--- src/rtl/seq_detect_arbiter_if.sv ---
// Handshake bundle for the shared "01" detector: per-lane requests/data in,
// grants, detect flags, hit events and packed hit counters out.
interface seq_detect_arbiter_if #(
   parameter int CNT_W = 8
);
   logic [3:0]         req;
   logic [3:0]         A;
   logic [3:0]         chan_clr;
   logic [3:0]         gnt;
   logic [3:0]         Y;
   logic               hit_pulse;
   logic [1:0]         hit_ch;
   logic [4*CNT_W-1:0] hit_cnt;

   modport master (
      output req, A, chan_clr,
      input  gnt, Y, hit_pulse, hit_ch, hit_cnt
   );

   modport slave (
      input  req, A, chan_clr,
      output gnt, Y, hit_pulse, hit_ch, hit_cnt
   );
endinterface

--- src/rtl/seq_detect_arbiter.sv ---
// One "01" detection FSM time-shared by four serial lanes through a
// round-robin arbiter; each lane keeps its own state, flag and hit counter.
module seq_detect_arbiter #(
   parameter int CNT_W = 8
) (
   input logic               clk,
   input logic               rst,
   seq_detect_arbiter_if.slave bus
);

   typedef enum logic [1:0] {
      S0 = 2'b00,
      S1 = 2'b01,
      S2 = 2'b10,
      SX = 2'b11
   } state_e;

   state_e           state_q [4];
   state_e           state_d [4];
   logic [CNT_W-1:0] cnt_q   [4];
   logic [CNT_W-1:0] cnt_d   [4];
   logic [1:0]       ptr_q, ptr_d;
   logic             hit_pulse_q, hit_pulse_d;
   logic [1:0]       hit_ch_q, hit_ch_d;

   logic [3:0]       elig;
   logic [3:0]       gnt;
   logic             gnt_vld;
   logic [1:0]       gidx;
   logic [1:0]       idx;
   state_e           nxt;

   function automatic state_e fsm_next(input state_e cur, input logic a);
      case (cur)
         S0:      return a ? S0 : S1;
         S1:      return a ? S2 : S1;
         S2:      return a ? S0 : S1;
         default: return S0;
      endcase
   endfunction

   function automatic logic [CNT_W-1:0] sat_inc(input logic [CNT_W-1:0] c);
      return (c == {CNT_W{1'b1}}) ? c : c + CNT_W'(1);
   endfunction

   // Rotating-priority search starting at ptr; cleared lanes are never eligible.
   always_comb begin
      elig    = bus.req & ~bus.chan_clr;
      gnt     = '0;
      gnt_vld = 1'b0;
      gidx    = '0;
      idx     = '0;
      for (int k = 0; k < 4; k++) begin
         idx = ptr_q + 2'(k);
         if (!gnt_vld && elig[idx] && !rst) begin
            gnt_vld = 1'b1;
            gidx    = idx;
         end
      end
      if (gnt_vld) gnt[gidx] = 1'b1;
   end

   always_comb begin
      for (int i = 0; i < 4; i++) begin
         state_d[i] = state_q[i];
         cnt_d[i]   = cnt_q[i];
      end
      ptr_d       = ptr_q;
      hit_pulse_d = 1'b0;
      hit_ch_d    = hit_ch_q;
      nxt         = fsm_next(state_q[gidx], bus.A[gidx]);
      if (gnt_vld) begin
         state_d[gidx] = nxt;
         ptr_d         = gidx + 2'd1;
         if (nxt == S2 && state_q[gidx] != S2) begin
            hit_pulse_d = 1'b1;
            hit_ch_d    = gidx;
            cnt_d[gidx] = sat_inc(cnt_q[gidx]);
         end
      end
      for (int i = 0; i < 4; i++) begin
         if (bus.chan_clr[i]) begin
            state_d[i] = S0;
            cnt_d[i]   = '0;
         end
      end
   end

   always_ff @(posedge clk) begin
      if (rst) begin
         for (int i = 0; i < 4; i++) begin
            state_q[i] <= S0;
            cnt_q[i]   <= '0;
         end
         ptr_q       <= '0;
         hit_pulse_q <= 1'b0;
         hit_ch_q    <= '0;
      end else begin
         for (int i = 0; i < 4; i++) begin
            state_q[i] <= state_d[i];
            cnt_q[i]   <= cnt_d[i];
         end
         ptr_q       <= ptr_d;
         hit_pulse_q <= hit_pulse_d;
         hit_ch_q    <= hit_ch_d;
      end
   end

   always_comb begin
      bus.hit_cnt = '0;
      bus.Y       = '0;
      for (int i = 0; i < 4; i++) begin
         bus.hit_cnt[i*CNT_W +: CNT_W] = cnt_q[i];
         bus.Y[i]                      = (state_q[i] == S2);
      end
   end

   assign bus.gnt       = gnt;
   assign bus.hit_pulse = hit_pulse_q;
   assign bus.hit_ch    = hit_ch_q;

endmodule
--- src/flat_wrapper.sv ---
// flat-port wrapper written by rule: the top's interface ports become plain ports
module seq_detect_arbiter_flat 
#(
   parameter int CNT_W = 8
)
  (clk, rst, bus_req, bus_A, bus_chan_clr, bus_gnt, bus_Y, bus_hit_pulse, bus_hit_ch, bus_hit_cnt);
  seq_detect_arbiter_if #(.CNT_W(CNT_W)) bus_i ();
  input logic clk;
  input logic rst;
  input wire logic [$bits(bus_i.req)-1:0] bus_req;
  input wire logic [$bits(bus_i.A)-1:0] bus_A;
  input wire logic [$bits(bus_i.chan_clr)-1:0] bus_chan_clr;
  output wire logic [$bits(bus_i.gnt)-1:0] bus_gnt;
  output wire logic [$bits(bus_i.Y)-1:0] bus_Y;
  output wire logic [$bits(bus_i.hit_pulse)-1:0] bus_hit_pulse;
  output wire logic [$bits(bus_i.hit_ch)-1:0] bus_hit_ch;
  output wire logic [$bits(bus_i.hit_cnt)-1:0] bus_hit_cnt;
  assign bus_i.req = bus_req;
  assign bus_i.A = bus_A;
  assign bus_i.chan_clr = bus_chan_clr;
  assign bus_gnt = bus_i.gnt;
  assign bus_Y = bus_i.Y;
  assign bus_hit_pulse = bus_i.hit_pulse;
  assign bus_hit_ch = bus_i.hit_ch;
  assign bus_hit_cnt = bus_i.hit_cnt;
  seq_detect_arbiter #(.CNT_W(CNT_W)) u_core (.clk(clk), .rst(rst), .bus(bus_i));
endmodule
--- config.mk ---
export PLATFORM = sky130hd
export DESIGN_NAME = seq_detect_arbiter_flat
export DESIGN_NICKNAME = d
export VERILOG_FILES = /design/src/rtl/seq_detect_arbiter_if.sv /design/src/rtl/seq_detect_arbiter.sv /design/src/flat_wrapper.sv
export SDC_FILE = /design/constraint.sdc
export NUM_CORES = 1
export LEC_CHECK = 0
export ABC_AREA = 1
export CAP_MARGIN = 20
export CORE_ASPECT_RATIO = 0.5
export CORE_UTILIZATION = 53
export CTS_BUF_LIST = sky130_fd_sc_hd__clkbuf_2 sky130_fd_sc_hd__clkbuf_4 sky130_fd_sc_hd__clkbuf_8
export DETAILED_ROUTE_END_ITERATION = 12
export PLACE_DENSITY = 0.91
export SYNTH_ARGS = -nofsm -noshare
export SYNTH_HDL_FRONTEND = slang
export SYNTH_SLANG_ARGS = --single-unit
--- constraint.sdc ---
create_clock -name clk -period 3.8 [get_ports clk]
set_clock_uncertainty 0.2 [all_clocks]
set_input_delay 0.76 -clock clk [delete_from_list [all_inputs] [get_ports clk]]
set_output_delay 0.76 -clock clk [all_outputs]
set_load 0.005 [all_outputs]
# After elaboration in Yosys (flattened, before gate mapping)
# Memory sizes are Yosys's and may differ from the RTL's.
# Cells that the tools add are included.
[classes]
n_eq_ne = 9
n_lt_le_gt_ge = 8
n_bitwise = 12
n_reduce_logical = 18
mux = 54
add_sub_neg = 5
[op_table]
columns = ["operator", "n"]
rows = [
  ["two-way mux 8 bit", 11],
  ["two-way mux 32 bit", 2],
  ["bitwise mux 32 bit", 1],
  ["two-way mux 2 bit", 14],
  ["demux 8 bit (select 2 bit)", 1],
  ["less-than comparator 2 x 3 -> 1 bit, second input constant", 5],
  ["two-way mux 1 bit", 15],
  ["== test 2 bit, second input constant", 6],
  ["binary-select mux 1 bit (select 2 bit)", 5],
  ["logical AND 1 bit", 10],
  ["adder 8 x 1 -> 8 bit, second input constant", 1],
  ["bitwise mux 8 bit", 1],
  ["== test 8 bit, second input constant", 1],
  ["OR 1 bit", 8],
  ["adder 2 x 1 -> 2 bit, second input constant", 2],
  ["adder 2 bit, second input constant", 2],
  ["bitwise AND 4 bit", 1],
  ["demux 2 bit (select 2 bit)", 1],
  ["zero test 1 bit", 4],
  ["two-way mux 4 bit", 1],
  ["NOT 4 bit", 1],
  ["one-hot mux 2 bit (2 select lines)", 1],
  ["OR reduction 2 bit", 2],
  [">= comparator 3 bit, second input constant", 1],
  ["other kinds (9)", 9],
]
[word_totals]
out_inout_bits = 43
in_bits = 14
n_memories = 2
reg_bits = 5
ram_bits = 40
[mem_list]
columns = ["name", "depth", "word_bits", "rd", "rd_clocked_by_memory_dff", "wr", "line_no", "text"]
rows = [
  ["u_core.cnt_q", 4, 8, 5, 0, 4, "seq_detect_arbiter.sv:20", "logic [CNT_W-1:0] cnt_q [4];"],
  ["u_core.state_q", 4, 2, 5, 0, 4, "seq_detect_arbiter.sv:18", "state_e state_q [4];"],
]

# Logic depth before layout (Yosys ltp)
# Gate-level depths: netlist of run 1.
[depth]
word_depth = 28
depth_mapped = 24

# Worst setup path after synthesis of run 1
# OpenSTA, ideal clock, no wires.
[synth_timing]
path_kind = "input to register"
from = "input rst"
to = "memory u_core.cnt_q[3][1]"
required_ns = 3.491
t_arrival_ns = 2.779
setup_ns = 0.109
path_stages = 17
path_slack_ns = 0.713
path_cell_list = "buf_2 inv_1 nand3_1 nand4_1 nand2_1 nor2_2 buf_4 nand3_1 nand2_1 ha_1 nand3_1 nor2_2 nand3_2 nand2_2 nand3_1 nand2_1 inv_1"
[synth_lines]
columns = ["item", "line_no", "text"]
rows = [
  ["start: declaration", "flat_wrapper.sv:9", "input logic rst;"],
  ["end: declaration", "seq_detect_arbiter.sv:20", ""],
]

# Final worst setup path of run 1
[layout_timing]
from = "input bus_chan_clr[3]"
to = "output bus_gnt[1]"
[layout_between]
elab_chain_len = 23
[layout_rtl]
columns = ["item", "line_no", "text"]
rows = [
  ["start: declaration", "flat_wrapper.sv:12", "input wire logic [$bits(bus_i.chan_clr)-1:0] bus_chan_clr;"],
  ["NOT 4 bit *", "seq_detect_arbiter.sv:48", "elig = bus.req & ~bus.chan_clr;"],
  ["bitwise AND 4 bit *", "seq_detect_arbiter.sv:48", ""],
  ["binary-select mux 1 bit (select 2 bit)", "seq_detect_arbiter.sv:55", "if (!gnt_vld && elig[idx] && !rst) begin"],
  ["two-way mux 1 bit (not written as such)", "seq_detect_arbiter.sv:55", ""],
  ["logical AND 1 bit", "seq_detect_arbiter.sv:55", ""],
  ["two-way mux 1 bit", "seq_detect_arbiter.sv:55", ""],
  ["zero test 1 bit", "seq_detect_arbiter.sv:55", ""],
  ["logical AND 1 bit (2 in a row)", "seq_detect_arbiter.sv:55", ""],
  ["[6 not listed]", "n/a", ""],
  ["logical AND 1 bit (2 in a row)", "seq_detect_arbiter.sv:55", ""],
  ["two-way mux 2 bit *", "seq_detect_arbiter.sv:55", ""],
  ["net u_core.gidx[0]", "seq_detect_arbiter.sv:29", "logic [1:0] gidx;"],
  ["less-than comparator 2 x 3 -> 1 bit (not written as such) or >= comparator 2 x 1 -> 1 bit (tied branches)", "seq_detect_arbiter.sv:60", "if (gnt_vld) gnt[gidx] = 1'b1;"],
  ["logical AND 1 bit (not written as such)", "seq_detect_arbiter.sv:60", ""],
  ["two-way mux 1 bit (not written as such)", "seq_detect_arbiter.sv:60", ""],
  ["demux 1 bit (select 2 bit) *", "n/a", ""],
  ["two-way mux 4 bit *", "seq_detect_arbiter.sv:60", ""],
  ["end: declaration", "flat_wrapper.sv:13", "output wire logic [$bits(bus_i.gnt)-1:0] bus_gnt;"],
]
# The timed path passes the listed nets; every way through them passes the cells marked *. The select of a mux whose other input is x is not followed.

==> results by group, run 1 <==
Hold path
  – Worst hold path type: register to register
  – Hold_sp: u_core.state_q[3][1]
  – Hold Crit Depth: 2
  – Hold endpoint: u_core.state_q[3][1]

STA
  – Fin crit period: 3.94 ns
  – Slew @ Worst Pin: 0.736 ns
  – RSZ-0062 raised after global routing: true
  – F_max: 0.253 GHz
  – Final Hold Fails: 0
  – Worst relative slew slack: 50.8%
  – Final period util: 104%
  – Setup violators final: 1
  – Max-slew violations: 0
  – Setup ws final: -0.145 ns

Logic synthesis
  – Top cell type's share of synthesized area: 32.1%
  – Syn_nets: 442
  – Synth area leaders: dfxtp_1, nand3_1, nand2_1, inv_1, a21oi_1
  – Synth unique cells: 27
  – Synth Instances: 423
  – Synthesis-stage register bit count: 45
  – Post-synthesis sequential area ratio: 32.1%
  – Area leader, netlist: dfxtp_1
  – Cell Area, Synth: 2810 sq um
  – YS warnings: 0
  – Synthesized area per cell: 6.64 sq um

Outcome
  – Violated checks: setup timing
  – Outcome: finished, violations left

Worst setup path
  – Critical Path AT: 2.98 ns
  – Reg2Reg Setup Slack: 0.29 ns
  – Peak fanout along the critical path: 5
  – Kind of critical path: input pin to primary output
  – Reg2reg start: u_core.ptr_q[0]
  – Crit-path leading delay family: buffers and inverters
  – Reg2reg end: u_core.cnt_q[1][1]
  – R2R depth: 22
  – CP max stage cell: clkdlybuf4s50_1
  – CP max stage delay: 0.49 ns
  – Cell mode on critical path: inv_2
  – Critical path buffers and inverters: 5
  – Worst setup EP type: primary output
  – CP required: 2.84 ns
  – Critical path startpoint category: input pin
  – Crit-path cells: clkdlybuf4s50_1 -> inv_2 -> nand3_2 -> nand3_2 -> nand2_1 -> nor2_2 -> nand4_2 -> nand2_2 -> nand2_4 -> inv_2 -> ha_1 -> nand2_2 -> inv_2 -> clkdlybuf4s50_1

Pwr
  – Clock power frac: 11.1%
  – Lkg Pwr: 1.70 nW
  – Seq pwr share: 20.7%
  – Pwr Density: 748 nW/um^2
  – Switching pwr: 0.00145 W
  – Switch share: 51.4%
  – Final Power: 0.00283 W
  – Combinational share of power: 68.2%
  – Max VDD drop: 0.000485 V
  – Internal: 0.00138 W

Clocking
  – CTS Buf Count: 5
  – Root Buffer: clkbuf_8
  – Clk slew on worst S/H paths: 0.08 ns
  – H-tree levels: 2
  – Worst skew pair latency: 0.31 ns
  – TritonCTS clock tree: yes
  – Maximum buffer depth of the clock tree: 2
  – Post-CTS Hold Buffers: 0
  – Sink Count: 45

Routing
  – DR DRC count: 0
  – Wire per inst: 15.7 um
  – First-pass DRT Iterations: 5
  – Post-route ant nets: 0
  – Total Wirelength: 9.00 mm
  – Vias/cell: 5.67
  – DRC marker count from the first detailed-route iteration: 358
  – Routed via count: 3257

Global route
  – First-pass GRT wire length: 13.4 mm
  – Largest net degree at the start of global routing: 22
  – Initial antenna violation count: 0
  – Busiest grt layer: met2
  – Grt total ovfl: 0
  – Global Route met1 Usage: 40.0%
  – Number of global-route vias before repair: 2841
  – GRT Util Overall: 31.7%
  – M3 GR Usage: 6.90%
  – GR Util met2: 55.2%

Die
  – Initial Util: 56.0%
  – Die width: 105 um
  – Top-level I/O count: 57
  – Die ar.: 5620 sq um
  – Die extent in y: 53.5 um
  – Core box area: 5020 sq um
  – Site row count: 18

Flow run
  – Max cap viols: 0

Layout
  – Filler cells: 357
  – Diodes inserted: 0
  – Most frequent cells in the layout: nand2_1, nand3_1, inv_1, clkdlybuf4s50_1, dfxtp_1
  – Final core utilization: 75.4%
  – Share of cells above drive strength 1: 20.8%
  – Layout area overhead: 34.7%
  – Commonest non-fill, non-tap cell in the layout: nand2_1
  – Nets: 522

Placement
  – Buffers on Ports: 56
  – DP Wirelength: 6.13 mm
  – Gpl congestion: 0.894
## cell type report
class                      count  area (sq um)  area share, %
sequential                    45           901           23.8
clock buffer                   7          83.8           2.21
tap                           70          87.6           2.31
clock inverter                 1          7.51          0.198
inverter                      64           245           6.48
timing repair buffer          87           790           20.9
multi-input combinational    300          1670           44.2
## cell usage after synthesis (all sizes together)
library cell / number
nor3: 5
nand3: 78
o21ai: 28
buf: 14
a211oi: 1
dfxtp: 45
inv: 64
ha: 5
nand2: 97
nand4: 7
or2: 1
nand3b: 3
nor2: 36
o21a: 4
a21oi: 35
## layer usage
layer / share of wire (%) / up-vias
met5: 0 / -
met2: 46 / 193
met4: 2.4 / 0
met1: 42 / 1497
li1: - / 1537
met3: 9.7 / 30
## tightest hold or removal path, cell delays in order (launching register included)
cell     delay (ns)
dfxtp_1        0.34
nand2_1        0.07
a21oi_1        0.05
## metrics by stage
stage	TNS (ns)	setup slack (ns)	cell area (sq um)	instances	hold slack, ns
2_1_floorplan	0	0.713	2810	423	0.258
3_3_place_gp	-0.126	-0.0513	3550	562	0.276
3_5_place_dp	-0.434	-0.128	3550	562	0.280
4_1_cts	0	0.00408	3700	571	0.295
5_1_grt	-0.360	-0.241	3790	574	0.333
6_report	-0.145	-0.145	3790	574	0.297
## power by group through the flow
stage | logic, W | clock network (W) | registers (W)
floorplan | 0.00120 | 0 | 0.000573
global placement | 0.00168 | 0 | 0.000587
detailed placement | 0.00174 | 0 | 0.000589
CTS | 0.00179 | 0.000314 | 0.000581
global route | 0.00208 | 0.000340 | 0.000593
finish | 0.00193 | 0.000313 | 0.000587
## state kept, by name, summed over array words and instances (netlist names)
name,cells
u_core.bus.hit_ch,2
u_core.cnt_q,32
u_core.bus.hit_pulse,1
u_core.ptr_q,2
u_core.state_q,8
## what timing repair did
| action | 4_1_cts | 5_1_grt |
|---|---|---|
| endpoints found under the setup margin | 4 | 20 |
| buffers inserted | 1 | 3 |
| hold endpoints to repair | 0 | 0 |
| resized for setup | 27 | 16 |
| pin swaps | 9 | 7 |
## kinds of logic after synthesis
family / count (synthesis) / synth area share, %
simple gates: 227 / 40.4
compound gates: 68 / 12.6
buf+inv: 78 / 12.7
fa+ha+maj: 5 / 2.23
flops: 45 / 32.1
## worst max-delay path by stage
| stage | from | end | slack, ns | cells after the start |
|---|---|---|---|---|
| final | bus_chan_clr[3] | bus_gnt[1] | -0.14 | 14 |
| after global routing | bus_req[1] | bus_gnt[1] | -0.24 | 13 |
| after CTS | bus_chan_clr[3] | bus_gnt[1] | 0.004 | 14 |
| after detailed placement | bus_chan_clr[0] | bus_gnt[2] | -0.13 | 12 |
| after global placement | bus_chan_clr[3] | bus_gnt[2] | -0.05 | 12 |
| after floorplan | rst | u_core.cnt_q[3][1] | 0.71 | 17 |
Power figures use the tool's default switching activity.
==> run 2, diff against run 1 <==
--- a/config.mk
+++ b/config.mk
@@ -6,7 +6,7 @@
 export NUM_CORES = 1
 export LEC_CHECK = 0
 export ABC_AREA = 1
-export CAP_MARGIN = 20
+export CAP_MARGIN = 15
 export CORE_ASPECT_RATIO = 0.5
 export CORE_UTILIZATION = 53
 export CTS_BUF_LIST = sky130_fd_sc_hd__clkbuf_2 sky130_fd_sc_hd__clkbuf_4 sky130_fd_sc_hd__clkbuf_8
==> results of run 2 <==
The final DEF is identical to that of run 1; final timing and power are the same.
==> patch 1, RTL diff (settings of run 2) <==
`CNT_W` is set to 8 in 3 places; all go to 7.
--- a/src/rtl/seq_detect_arbiter_if.sv
+++ b/src/rtl/seq_detect_arbiter_if.sv
@@ -2,5 +2,5 @@
 // grants, detect flags, hit events and packed hit counters out.
 interface seq_detect_arbiter_if #(
-   parameter int CNT_W = 8
+   parameter int CNT_W = 7
 );
    logic [3:0]         req;
--- a/src/rtl/seq_detect_arbiter.sv
+++ b/src/rtl/seq_detect_arbiter.sv
@@ -2,5 +2,5 @@
 // round-robin arbiter; each lane keeps its own state, flag and hit counter.
 module seq_detect_arbiter #(
-   parameter int CNT_W = 8
+   parameter int CNT_W = 7
 ) (
    input logic               clk,
--- a/src/flat_wrapper.sv
+++ b/src/flat_wrapper.sv
@@ -2,5 +2,5 @@
 module seq_detect_arbiter_flat 
 #(
-   parameter int CNT_W = 8
+   parameter int CNT_W = 7
 )
   (clk, rst, bus_req, bus_A, bus_chan_clr, bus_gnt, bus_Y, bus_hit_pulse, bus_hit_ch, bus_hit_cnt);
Ports: changed (resized bus_hit_cnt); port bits go from 57 to 53. The function was not compared with the original's and may differ.
==> patch 1 against run 2 <==
Worst setup slack gained 260 ps; critical path depth is the same; cell area shrank 3.7%; synthesized area shrank 8.3%; sequential cell count shrank 4; non-clock buffer count grew 2; power grew 8.3%; routed wire length shrank 11%.
==> patch 1: results (changes against run 2) <==
CP peak stage delay 700 ps (+210 ps); Distinct cells, synth 29 (+7.4%); non-filler cells, final 547 (-4.7%); slowest CP cell dfxtp_1; placed instance area 0.003343 mm^2 (-5.8%); relative slew slack 60.26% (+9.5 points); fraction of final layout cells sized beyond drive strength 1 21.83% (+1.0 points); Worst Setup Start Kind flip-flop; Worst path top cell family by delay simple AND/OR/NAND/NOR gates; vias in the first global route 2642 (-7.0%); total number of vias 2974 (-8.7%); clk root buf clkbuf_8; status complete, no violations; Initial DRC Count 192 (-46%); top flop regs u_core.cnt_q: 28 flops, u_core.state_q: 8 flops; Hold Path Sink u_core.state_q[1][1]; reg2reg setup slack 320 ps (+30 ps); first-pass GRT wire length 12290 um (-8.3%); Min-Delay Startpoint u_core.state_q[1][1]; FILL cells 306 (-14%); dpl cells 531 (-5.5%); Commonest cells post-synth nand2_1 (76), nor2_1 (64), inv_1 (46), nand3_1 (46), dfxtp_1 (41); Synth Area in Adders 2.428% (+0.20 points); fin nets 500 (-4.2%); maximum vdd ir drop 0.0003666 V (-24%); Port Buffers 52 (-7.1%); CP Max Fanout 9 (+4); Compound-Gate Fraction of Synth Area 11.85% (-0.71 points); DP HPWL 5457 um (-11%); final hold slack 268.8 ps (-28.16 ps); top cells by area, synth dfxtp_1 (32%), nand2_1 (11%), nor2_1 (9.3%); n_diodes 0 (unchanged); capturing point of the worst reg2reg path u_core.cnt_q[1][0]; routed len/inst 14.58 um (-7.0%); register area share after synthesis 31.86% (-0.20 points); gpl congestion 0.8927 (-0.15%); largest net degree at the start of global routing 16 (-27%); fin crit period 3686 ps (-259.0 ps); pre-CTS setup slack -125.0 ps (+2.924 ps); R2R cell count 20 (-9.1%); Arr. time, crit path 2730 ps (-250 ps); Synthesized Nets 410 (-7.2%); leakage power 0.001695 uW (-0.16%); cell count after synthesis 391 (-7.6%)
-- patch 1: cell families after synthesis --
group | after synthesis
adders and majority gates | 5
buffers and inverters | 58
and+or+nand+nor | 231
DFF | 41
AOI/OAI and AO/OA | 56
-- patch 1: area by class of cell --
type	instances	area (um^2)	area share (%)
clock buffer	5	68.82	1.888
multi-input combinational	292	1627	44.63
clock inverter	2	35.03	0.9612
tap	66	82.58	2.266
timing repair buffer	89	813.3	22.31
sequential	41	820.8	22.52
inverter	52	197.7	5.424
-- patch 1: timing repair --
item / CTS / global route
resized for setup: 12 / 28
buffers inserted: 7 / 2
pin swaps: 7 / 11
setup endpoints to repair: 4 / 20
-- patch 1: metal layers --
metal	up-vias	GRT usage [%]	part of all wire [%]
li1	1450	-	-
met1	1373	39.43	43
met2	129	51.60	47
met3	22	7.250	7.7
met4	0	11.84	2.5
met5	-	0	0
-- patch 1: where the power goes --
part / internal (uW) / switching [uW] / total (uW)
Sequential: 473 / 57.9 / 531
Clock: 191 / 155 / 346
Combinational: 821 / 1370 / 2190
==> patch 2, RTL diff (flow settings as in run 2) <==
Made on the original files. Reset style: asynchronous (`rst`), changed in one clocked block.
--- a/src/rtl/seq_detect_arbiter.sv
+++ b/src/rtl/seq_detect_arbiter.sv
@@ -87,5 +87,5 @@
    end
 
-   always_ff @(posedge clk) begin
+   always_ff @(posedge clk or posedge rst) begin
       if (rst) begin
          for (int i = 0; i < 4; i++) begin
Function: differs if rst is asserted again (counterexample within 4 cycles, from zero or initial values and one cycle with rst high); with rst held inactive, the same outputs for 4 cycles.
==> patch 2 against run 2 <==
Global-route usage increased by 0.058 points; count of clock-buffer cells in the layout shrank 1; power grew 27%; first-iteration DRC count down 7.8%; routed wire length increased by 10%; synthesized area grew 11%; worst setup slack better by 160 ps; cell area grew 12%; sequential cell count is the same; critical path type unchanged; largest cell class unchanged; largest power group unchanged; highest routed layer unchanged.
==> patch 2: results (changes against run 2) <==
Initial DRC Count 330 (-7.8%); highest routed layer met4; gpl congestion 0.9233 (+3.3%); leakage power 0.002219 uW (+31%); Commonest cells post-synth nand2_1 (115), nand3_1 (95), dfrtp_1 (45), inv_1 (45), nor2_1 (22); cell count after synthesis 428 (+1.2%); clk root buf clkbuf_8; R2R cell count 21 (-4.5%); Synth Area in XOR/XNOR 0.2807% (+0.28 points); wire length on met3 1049 um (+20%); dpl cells 585 (+4.1%); final hold slack 307.6 ps (+10.64 ps); TritonRoute pass-1 iters 6 (+1); max reg flops 32 (unchanged); top cells by area, synth dfrtp_1 (36%), nand3_1 (15%), nand2_1 (14%); Post-CTS Setup Bufs 6 (+5); Worst path top cell family by delay buffers and inverters; non-filler cells, final 603 (+5.1%); All-Layer GR Usage 31.76% (+0.058 points); Distinct cells, synth 29 (+7.4%); status complete, no violations; Min-Delay Startpoint u_core.bus.hit_ch[1]; fin nets 548 (+5.0%); Synth Area in Adders 2.005% (-0.22 points); reg-to-reg critical path startpoint u_core.ptr_q[0]; CTS resizes 15 (-44%); CP Max Fanout 5 (unchanged); first-pass GRT wire length 15570 um (+16%); routed len/inst 16.47 um (+5.0%); largest net degree at the start of global routing 37 (+68%); Port Buffers 56 (unchanged); vias in the first global route 3213 (+13%); total CTS buffers 5 (unchanged); Met1 Wirelength 4018 um (+6.0%); worst slew pin tran 462.4 ps (-273.4 ps); maximum vdd ir drop 0.0004394 V (-9.4%); HP Class reg2reg; capturing point of the worst reg2reg path u_core.bus.hit_cnt[8]; clock latency on the worst-skew pair 310 ps (about the same); hold depth 2 (unchanged); ys async rst share 100.0% (+100 points); clk slew on worst S/H paths approximately 90 ps; Arr. time, crit path 2820 ps (-160 ps); DP HPWL 6646 um (+8.4%); FILL cells 373 (+4.5%); n_diodes 0 (unchanged); Synthesized Nets 447 (+1.1%); CTS Hold Bufs 0 (unchanged); antenna violations before repair 0 (unchanged); placed instance area 0.003984 mm^2 (+12%); register area share after synthesis 36.09% (+4.0 points); CP peak stage delay 440 ps (-50 ps); met2 wire length 4508 um (+9.4%); Hold Path Sink u_core.bus.hit_ch[1]; Compound-Gate Fraction of Synth Area 4.130% (-8.4 points); fraction of final layout cells sized beyond drive strength 1 24.53% (+3.7 points); crit path launch bus_chan_clr[1]; reg2reg setup slack 360 ps (+70 ps); vias per std cell 5.723 (+0.86%)
## patch 2: power by group
part | total (uW) | leakage [uW] | switching [uW] | internal (uW)
clock network | 338 | 0.0000478 | 187 | 150
registers | 629 | 0.000621 | 81.7 | 548
logic | 2630 | 0.00155 | 1650 | 985
total | 3600 | 0.00222 | 1920 | 1680
## patch 2: how the worst max path moves through the flow
stage,cells after the start,slack (ps),endpoint
6_report,13,20,bus_gnt[3]
5_1_grt,14,-40,bus_gnt[3]
4_1_cts,13,2,bus_gnt[1]
3_5_place_dp,15,-200,bus_gnt[0]
3_3_place_gp,15,-180,bus_gnt[0]
2_1_floorplan,12,320,bus_gnt[0]
## patch 2: area by class of cell
cell class / count / area [um^2] / share of cell area, %
Clock buffer: 6 / 82.58 / 1.953
Sequential cell: 45 / 1127 / 26.66
Multi-Input combinational cell: 313 / 1750 / 41.40
Clock inverter: 2 / 16.27 / 0.3847
Inverter: 61 / 235.2 / 5.564
Timing Repair Buffer: 103 / 924.6 / 21.87
Tap cell: 73 / 91.34 / 2.160
## patch 2: cell families (layout without fill, tap and decap cells)
| logic type | after synthesis | in the layout |
|---|---|---|
| buffers and inverters | 70 | 172 |
| XOR/XNOR | 1 | 1 |
| AND/OR/NAND/NOR | 284 | 284 |
| AO/OA/AOI/OAI | 23 | 23 |
| flip-flops | 45 | 45 |
| adder cells (fa/ha/maj) | 5 | 5 |
## patch 2: metrics by stage
stage | worst slack (ps) | utilization (%)
floorplan | 319.3 | -
global placement | -182.6 | 71.31
detailed placement | -198.1 | 71.31
CTS | 1.900 | 74.09
global route | -38.72 | 75.68
finish | 19.04 | 75.68
## patch 2: routing by layer
layer | vias up | global-route usage, %
met5 | - | 0
met4 | 0 | 12.38
met3 | 45 | 6.803
met2 | 235 | 51.20
met1 | 1590 | 42.38
li1 | 1581 | -
